**src/rtl/if_fetch_unit.sv**
```systemverilog
// rtl/if_fetch_unit.sv - instruction-fetch front end with credit-limited in-order fetch
// PC tags ride a queue alongside requests and are paired with responses into the decode buffer.
module if_fetch_unit #(
  parameter logic [31:0] RESET_PC = 32'h0000_0000,
  parameter int          DEPTH    = 2
) (
  input  logic        clk,
  input  logic        rst,
  input  logic        start,
  input  logic [31:0] next_pc,
  input  logic        pipelineFlush,
  output logic [31:0] curr_pc,
  output logic        imem_req,
  output logic [31:0] imem_addr,
  input  logic        imem_ready,
  input  logic        imem_rvalid,
  input  logic [31:0] imem_rdata,
  output logic        if_valid,
  output logic [31:0] if_pc,
  output logic [31:0] if_inst,
  input  logic        id_ready,
  output logic        protocol_err
);
  localparam int AW = $clog2(DEPTH);
  localparam int CW = $clog2(DEPTH) + 1;

  typedef enum logic [1:0] {IDLE = 2'd0, RUN = 2'd1, DRAIN = 2'd2} state_t;

  state_t         state_q, state_d;
  logic [31:0]    pc_q, pc_d;
  logic [CW-1:0]  out_q, out_d, disc_q, disc_d, buf_cnt_q, buf_cnt_d;
  logic [AW-1:0]  tag_wr_q, tag_rd_q, buf_wr_q, buf_rd_q;
  logic [31:0]    tag_mem  [DEPTH];
  logic [31:0]    buf_pc   [DEPTH];
  logic [31:0]    buf_inst [DEPTH];
  logic [31:0]    last_pc_q, last_inst_q;
  logic           perr_q;
  logic           req_acc, rsp, rsp_keep, pop;
  logic [CW:0]    credit_used;

  // Credit covers both in-flight requests and buffered results, so the buffer never overflows.
  assign credit_used = {1'b0, out_q} + {1'b0, buf_cnt_q};
  assign imem_req    = (state_q == RUN) && start && !pipelineFlush &&
                       (credit_used < (CW+1)'(DEPTH));
  assign imem_addr   = pc_q;
  assign curr_pc     = pc_q;
  assign req_acc     = imem_req && imem_ready;
  assign rsp         = imem_rvalid && (out_q != '0);
  assign rsp_keep    = rsp && (disc_q == '0) && !pipelineFlush;
  assign if_valid    = (buf_cnt_q != '0) && !pipelineFlush;
  assign pop         = if_valid && id_ready;
  assign if_pc       = if_valid ? buf_pc[buf_rd_q]   : last_pc_q;
  assign if_inst     = if_valid ? buf_inst[buf_rd_q] : last_inst_q;
  assign protocol_err = perr_q;

  always_comb begin
    state_d   = state_q;
    pc_d      = pc_q;
    disc_d    = disc_q;
    out_d     = out_q + CW'(req_acc) - CW'(rsp);
    buf_cnt_d = buf_cnt_q + CW'(rsp_keep) - CW'(pop);
    if (rsp && (disc_q != '0)) disc_d = disc_q - 1'b1;
    if (req_acc) pc_d = next_pc;
    unique case (state_q)
      IDLE:    if (start) state_d = RUN;
      RUN:     if (!start) state_d = IDLE;
      DRAIN:   if (disc_d == '0) state_d = RUN;
      default: state_d = IDLE;
    endcase
    if (pipelineFlush) begin
      pc_d      = next_pc;
      buf_cnt_d = '0;
      disc_d    = out_q - CW'(rsp);
      if (disc_d != '0) state_d = DRAIN;
      else if (start)   state_d = RUN;
      else              state_d = IDLE;
    end
  end

  always_ff @(posedge clk) begin
    if (rst) begin
      state_q     <= IDLE;
      pc_q        <= RESET_PC;
      out_q       <= '0;
      disc_q      <= '0;
      buf_cnt_q   <= '0;
      tag_wr_q    <= '0;
      tag_rd_q    <= '0;
      buf_wr_q    <= '0;
      buf_rd_q    <= '0;
      last_pc_q   <= '0;
      last_inst_q <= '0;
      perr_q      <= 1'b0;
    end else begin
      state_q   <= state_d;
      pc_q      <= pc_d;
      out_q     <= out_d;
      disc_q    <= disc_d;
      buf_cnt_q <= buf_cnt_d;
      if (req_acc) tag_wr_q <= tag_wr_q + 1'b1;
      if (rsp)     tag_rd_q <= tag_rd_q + 1'b1;
      if (pipelineFlush) begin
        buf_wr_q <= '0;
        buf_rd_q <= '0;
      end else begin
        if (rsp_keep) buf_wr_q <= buf_wr_q + 1'b1;
        if (pop)      buf_rd_q <= buf_rd_q + 1'b1;
      end
      if (if_valid) begin
        last_pc_q   <= buf_pc[buf_rd_q];
        last_inst_q <= buf_inst[buf_rd_q];
      end
      if (imem_rvalid && (out_q == '0)) perr_q <= 1'b1;
    end
  end

  always_ff @(posedge clk) begin
    if (req_acc) tag_mem[tag_wr_q] <= pc_q;
    if (rsp_keep) begin
      buf_pc[buf_wr_q]   <= tag_mem[tag_rd_q];
      buf_inst[buf_wr_q] <= imem_rdata;
    end
  end
endmodule
```
**config.mk**
```make
export PLATFORM = sky130hd
export DESIGN_NAME = if_fetch_unit
export DESIGN_NICKNAME = d
export VERILOG_FILES = /design/src/rtl/if_fetch_unit.sv
export SDC_FILE = /design/constraint.sdc
export NUM_CORES = 1
export LEC_CHECK = 0
export CAP_MARGIN = 5
export CORE_UTILIZATION = 45
export CTS_CLUSTER_DIAMETER = 120
export CTS_CLUSTER_SIZE = 8
export DETAILED_ROUTE_END_ITERATION = 10
export GPL_ROUTABILITY_DRIVEN = 0
export PLACE_DENSITY = 0.76
export SLEW_MARGIN = 5
export SYNTH_ARGS = -nofsm -noshare
export SYNTH_HDL_FRONTEND = slang
export SYNTH_SLANG_ARGS = --single-unit
```
**constraint.sdc**
```tcl
create_clock -name clk -period 5.6 [get_ports clk]
set_clock_uncertainty 0.1 [all_clocks]
set_input_delay 1.12 -clock clk [delete_from_list [all_inputs] [get_ports clk]]
set_output_delay 1.12 -clock clk [all_outputs]
set_load 0.005 [all_outputs]
```
Word-level counts from Yosys, hierarchy flattened
Memory sizes are Yosys's and may differ from the RTL's. A register that Yosys moved wholly into a read port is not among the register bits.
Index checks and enable logic that the tools add are counted.
Word-level totals
  flip-flop bits (word level): 109
  bits in latches: 0
  memory bits (writable): 192
  memory bits (read-only): 0
  input port bits: 71
  output and inout bits: 131
  word-level logic and storage cells: 78
  memories kept: 3
Memory list
  buf_inst: words 2, bits a word 32, read ports 1, clocked after Yosys merged registers in 1, write ports 1, line 35  | logic [31:0] buf_inst [DEPTH];
  buf_pc: words 2, bits a word 32, read ports 1, clocked after Yosys merged registers in 1, write ports 1, line 34  | logic [31:0] buf_pc [DEPTH];
  tag_mem: words 2, bits a word 32, read ports 1, clocked after Yosys merged registers in 1, write ports 1, line 33  | logic [31:0] tag_mem [DEPTH];
Cells by class
  add/subtract/negate cells: 11
  multiply operators: 0
  div/mod/pow operators: 0
  magnitude comparators: 1
  equality and inequality tests: 5
  shift operators: 0
  mux-type cells: 23
  bitwise operators: 0
  reductions and logical operators: 23
Operators by type and width (count)
  32-bit 2-to-1 mux: 4
  2-bit 2-to-1 mux: 7
  1-bit logical AND: 11
  1-bit 2-to-1 mux: 11
  2-bit nonzero test: 5
  3-bit != test, second input constant: 3
  2-bit zero test: 4
  2-bit case mux with 3 select lines: 1
  2-bit by 1-bit subtractor with 2-bit output: 3
  1-bit adder, second input constant: 4
  2-bit by 1-bit adder with 2-bit output: 2
  2-bit by 2-bit adder with 3-bit output: 1
  3-bit by 2-bit less-than comparator with 1-bit output, second input constant: 1
  3-bit AND reduction: 1
  2-bit by 1-bit == test with 1-bit output, second input constant: 1
  2-bit == test, second input constant: 1
  2-bit OR reduction: 1
  2-bit by 1-bit subtractor with 2-bit output, second input constant: 1
  1-bit zero test: 1

Depth between registers and ports, before layout
  depth in word-level cells: 8
  depth in mapped cells: 10
  depth with buffers taken out: 10

Worst setup path before layout
No wires, ideal clock.
  path type: input port to flip-flop
  start: input port imem_rvalid
  end: memory buf_inst[0][0], enable pin
  setup time: 0.486 ns
  arrival time: 4.368 ns
  data required time: 5.014 ns
  slack: 0.646 ns
  stages: 4
  path buffers: 0
  cells stage by stage: o21ai_1 -> nor3b_1 -> inv_1 -> nor2_1
Between the ends
  cells in the longest elaborated chain, start to end: 5
Ends and longest elaborated chain
  from (decl): line 16  | input logic imem_rvalid,
  1-bit logical AND: line 48  | assign rsp = imem_rvalid && (out_q != '0);
  1-bit logical AND (2 in a row): line 49  | assign rsp_keep = rsp && (disc_q == '0) && !pipelineFlush;
  1-bit 2-to-1 mux: line 119  | if (rsp_keep) begin
  1-bit 2-to-1 mux (implied by the code): line 121  | buf_inst[buf_wr_q] <= imem_rdata;
  to (decl): line 35
Every way passes these cells.

Worst setup path after layout
  start: input port pipelineFlush
  end: output port if_inst[0]
Between the ends
  cells in the longest elaborated chain, start to end: 3
Ends and longest elaborated chain
  from (decl): line 11  | input logic pipelineFlush,
  1-bit zero test: line 50  | assign if_valid = (buf_cnt_q != '0) && !pipelineFlush;
  1-bit logical AND: line 50
  32-bit 2-to-1 mux
  to (decl): line 20  | output logic [31:0] if_inst,
Every way passes these cells.

==> flow_summary.yaml <==
timing:
  rsz0062_at_grt: "no"
  min_period_ns: 4.45
  slew_viol_final: 0
  tns_ns: 0
  max_freq_ghz: 0.225
  holdWs_ns: 0.376
  worstMarginPinSlew_ns: 1.21
  final.period_utilization_pct: 79.5
  hold_viol: 0
  slew_headroom_pct: 19.1
  finalSetupViolations: 0
flow_run:
  max-cap-violations: 0
clock_network:
  cts_hold_buffers: 0
  postCtsSetupBuffers: 0
  numCtsBuffers: 43
  clkTransAtPathRegs_ns: 0.05
  clkLatencyLatePin_ns: 0.52
  cts.repair.resized: 0
  cts-root-buf: "clkbuf_16"
  clockBufferDepth: 3
  cts_max_level: 2
  cts_tree: "yes"
  cts_sinks: 303
grt:
  grtUsageTotal_pct: 16.1
  met3_usage_pct: 3.75
  grt_max_degree: 111
  grt_overflow: 0
  use_met2_pct: 25.5
  met1_usage_pct: 21.5
  grt_pass1_wl_um: 32900
  antenna_found_initial: 0
  busiest_layer: "met2"
  grt_pass1_vias: 6311
routing:
  drt_iter0_markers: 325
  vias_per_cell: 4.77
  drcViolationCount: 0
  postRouteAntennaNets: 0
  routedWlPerCell_um: 15.7
  num_vias: 6422
  drt_first_pass_iters: 4
  wl_um: 21200
critical_path:
  rrSetupSlack_ns: 2.55
  crit_fanout: 45
  critPathLaunchType: "primary input"
  r2r_start: "buf_cnt_q[0]"
  worstRegToRegCells: 5
  worstPathArrival_ns: 3.23
  critPathCaptureType: "primary output"
  crit_start: "pipelineFlush"
  crit_type: "in2out"
  worstReg2RegEnd: "tag_mem[0][16]"
  worstPathRequired_ns: 4.38
final_layout:
  drive_above_1_share_pct: 11.3
  syn_to_final_growth_pct: 28.7
  antennaDiodeCount: 0
  nets: 1058
  layout_common_cells: "200 x clkdlybuf4s50_1, 192 x edfxtp_1, 110 x dfxtp_1"
  final_common_cell: "clkdlybuf4s50_1"
synthesis:
  syn-instance-count: 800
  syn_area_per_cell_um2: 14.3
  netlist_area_um2: 11500
  netlist-cell-type-count: 35
  synth_warnings: 0
  yosysSeqAreaShare_pct: 69.7
  ys_seq_elements: 303
  syn-num-nets: 878
run_status:
  status: "complete, no violations"
placement:
  portBuffers: 201
  dp_hpwl_um: 12900
power:
  peakVddDrop_mv: 0.220
  p_per_area_nw_per_um2: 356
  power.leakage_uw: 0.00504
worst_hold_path:
  hold_path.class: "reg2reg"
  whs_endpoint: "protocol_err"
  min_path_cells: 2
  hold_start: "protocol_err"
die:
  initial_core_util_pct: 45.7
  die_w_um: 162
  die_area_um2: 26100
  die_y_um: 162
  core_area_um2: 25000
  fp-row-count: 58
  ios: 202
[sequential cells by signal, summed over array words and instances, names as in the netlist, 2 cells and up, named ones only]
signal / cells
state_q: 2
buf_cnt_q: 2
buf_pc: 64
tag_mem: 64
last_inst_q: 32
buf_inst: 64
curr_pc: 32
last_pc_q: 32
disc_q: 2
out_q: 2
[cell usage after synthesis (all sizes together)]
cell type	instances	area share, %
edfxtp	192	50
dfxtp	111	19
mux2i	96	8.4
o21ai	68	3.6
nand2	66	2.2
nor2b	65	3.6
buf	59	3.8
nor2	43	1.4
mux2	32	3.1
clkbuf	14	0.46
inv	10	0.33
xnor2	7	0.54
ha	6	0.66
and2	5	0.27
a21oi	4	0.21
nor3	4	0.17
nor3b	3	0.20
xor2	3	0.23
o21a	2	0.13
fa	1	0.17
nand2b	1	0.055
nand3b	1	0.066
nor4bb	1	0.22
o211ai	1	0.066
o21bai	1	0.16
o22ai	1	0.055
o2bb2ai	1	0.076
o32ai	1	0.076
or2	1	0.055
[metal layers]
metal  routed length, um  vias up  share of wire (%)
li1                    -     3172                  -
met1                9680     3046                 46
met2                9950      168                 47
met3                1070       36                5.0
met4                 474        0                2.2
met5                   0        -                  0
[area by class of cell]
type	instances	area (um2)
multi-input cells	414	2980
flip-flops and latches	303	7990
clock inverters	3	48.8
repair buffers	208	2070
well taps	330	413
clock buffers	77	1200
inverters	10	37.5
fillers	1942	10300
[power by group]
part | switching (uW) | internal (uW)
registers | 39.5 | 2460
clock network | 909 | 1450
logic | 176 | 211
[worst max-delay path, cell delays in order]
cell and delay (ns):
clkdlybuf4s50_1 0.48, o21bai_4 0.35, buf_4 0.48, nand2_1 0.09, o21ai_0 0.13, clkdlybuf4s50_1 0.55
[cell families after synthesis]
| kind of cell | share of synthesized area, % |
|---|---|
| flops | 69.7 |
| simple gates | 8.16 |
| mux | 11.5 |
| buf+inv | 4.56 |
| compound gates | 4.40 |
| xor+xnor | 0.765 |
| fa+ha+maj | 0.830 |
[how the worst max path moves through the flow]
stage | endpoint | slack, ns | cells after the start
after global placement | if_inst[3] | 1.23 | 6
after floorplan | buf_inst[0][0] | 0.65 | 4
after global routing | if_inst[3] | 0.99 | 6
after detailed placement | if_inst[11] | 1.17 | 6
final | if_inst[0] | 1.15 | 6
after CTS | if_inst[1] | 1.16 | 6
[stage by stage]
| step | area, um2 | power, uW | instances | setup slack [ns] | utilization [%] |
|---|---|---|---|---|---|
| after floorplan | 11500 | 2760 | 800 | 0.646 | - |
| after global placement | 13500 | 2920 | 1265 | 1.23 | 53.9 |
| after detailed placement | 13500 | 2930 | 1265 | 1.17 | 53.9 |
| after CTS | 14700 | 5300 | 1345 | 1.16 | 58.9 |
| after global routing | 14700 | 5430 | 1345 | 0.994 | 58.9 |
| final | 14700 | 5250 | 1345 | 1.15 | 58.9 |
Power figures use the tool's default switching activity.
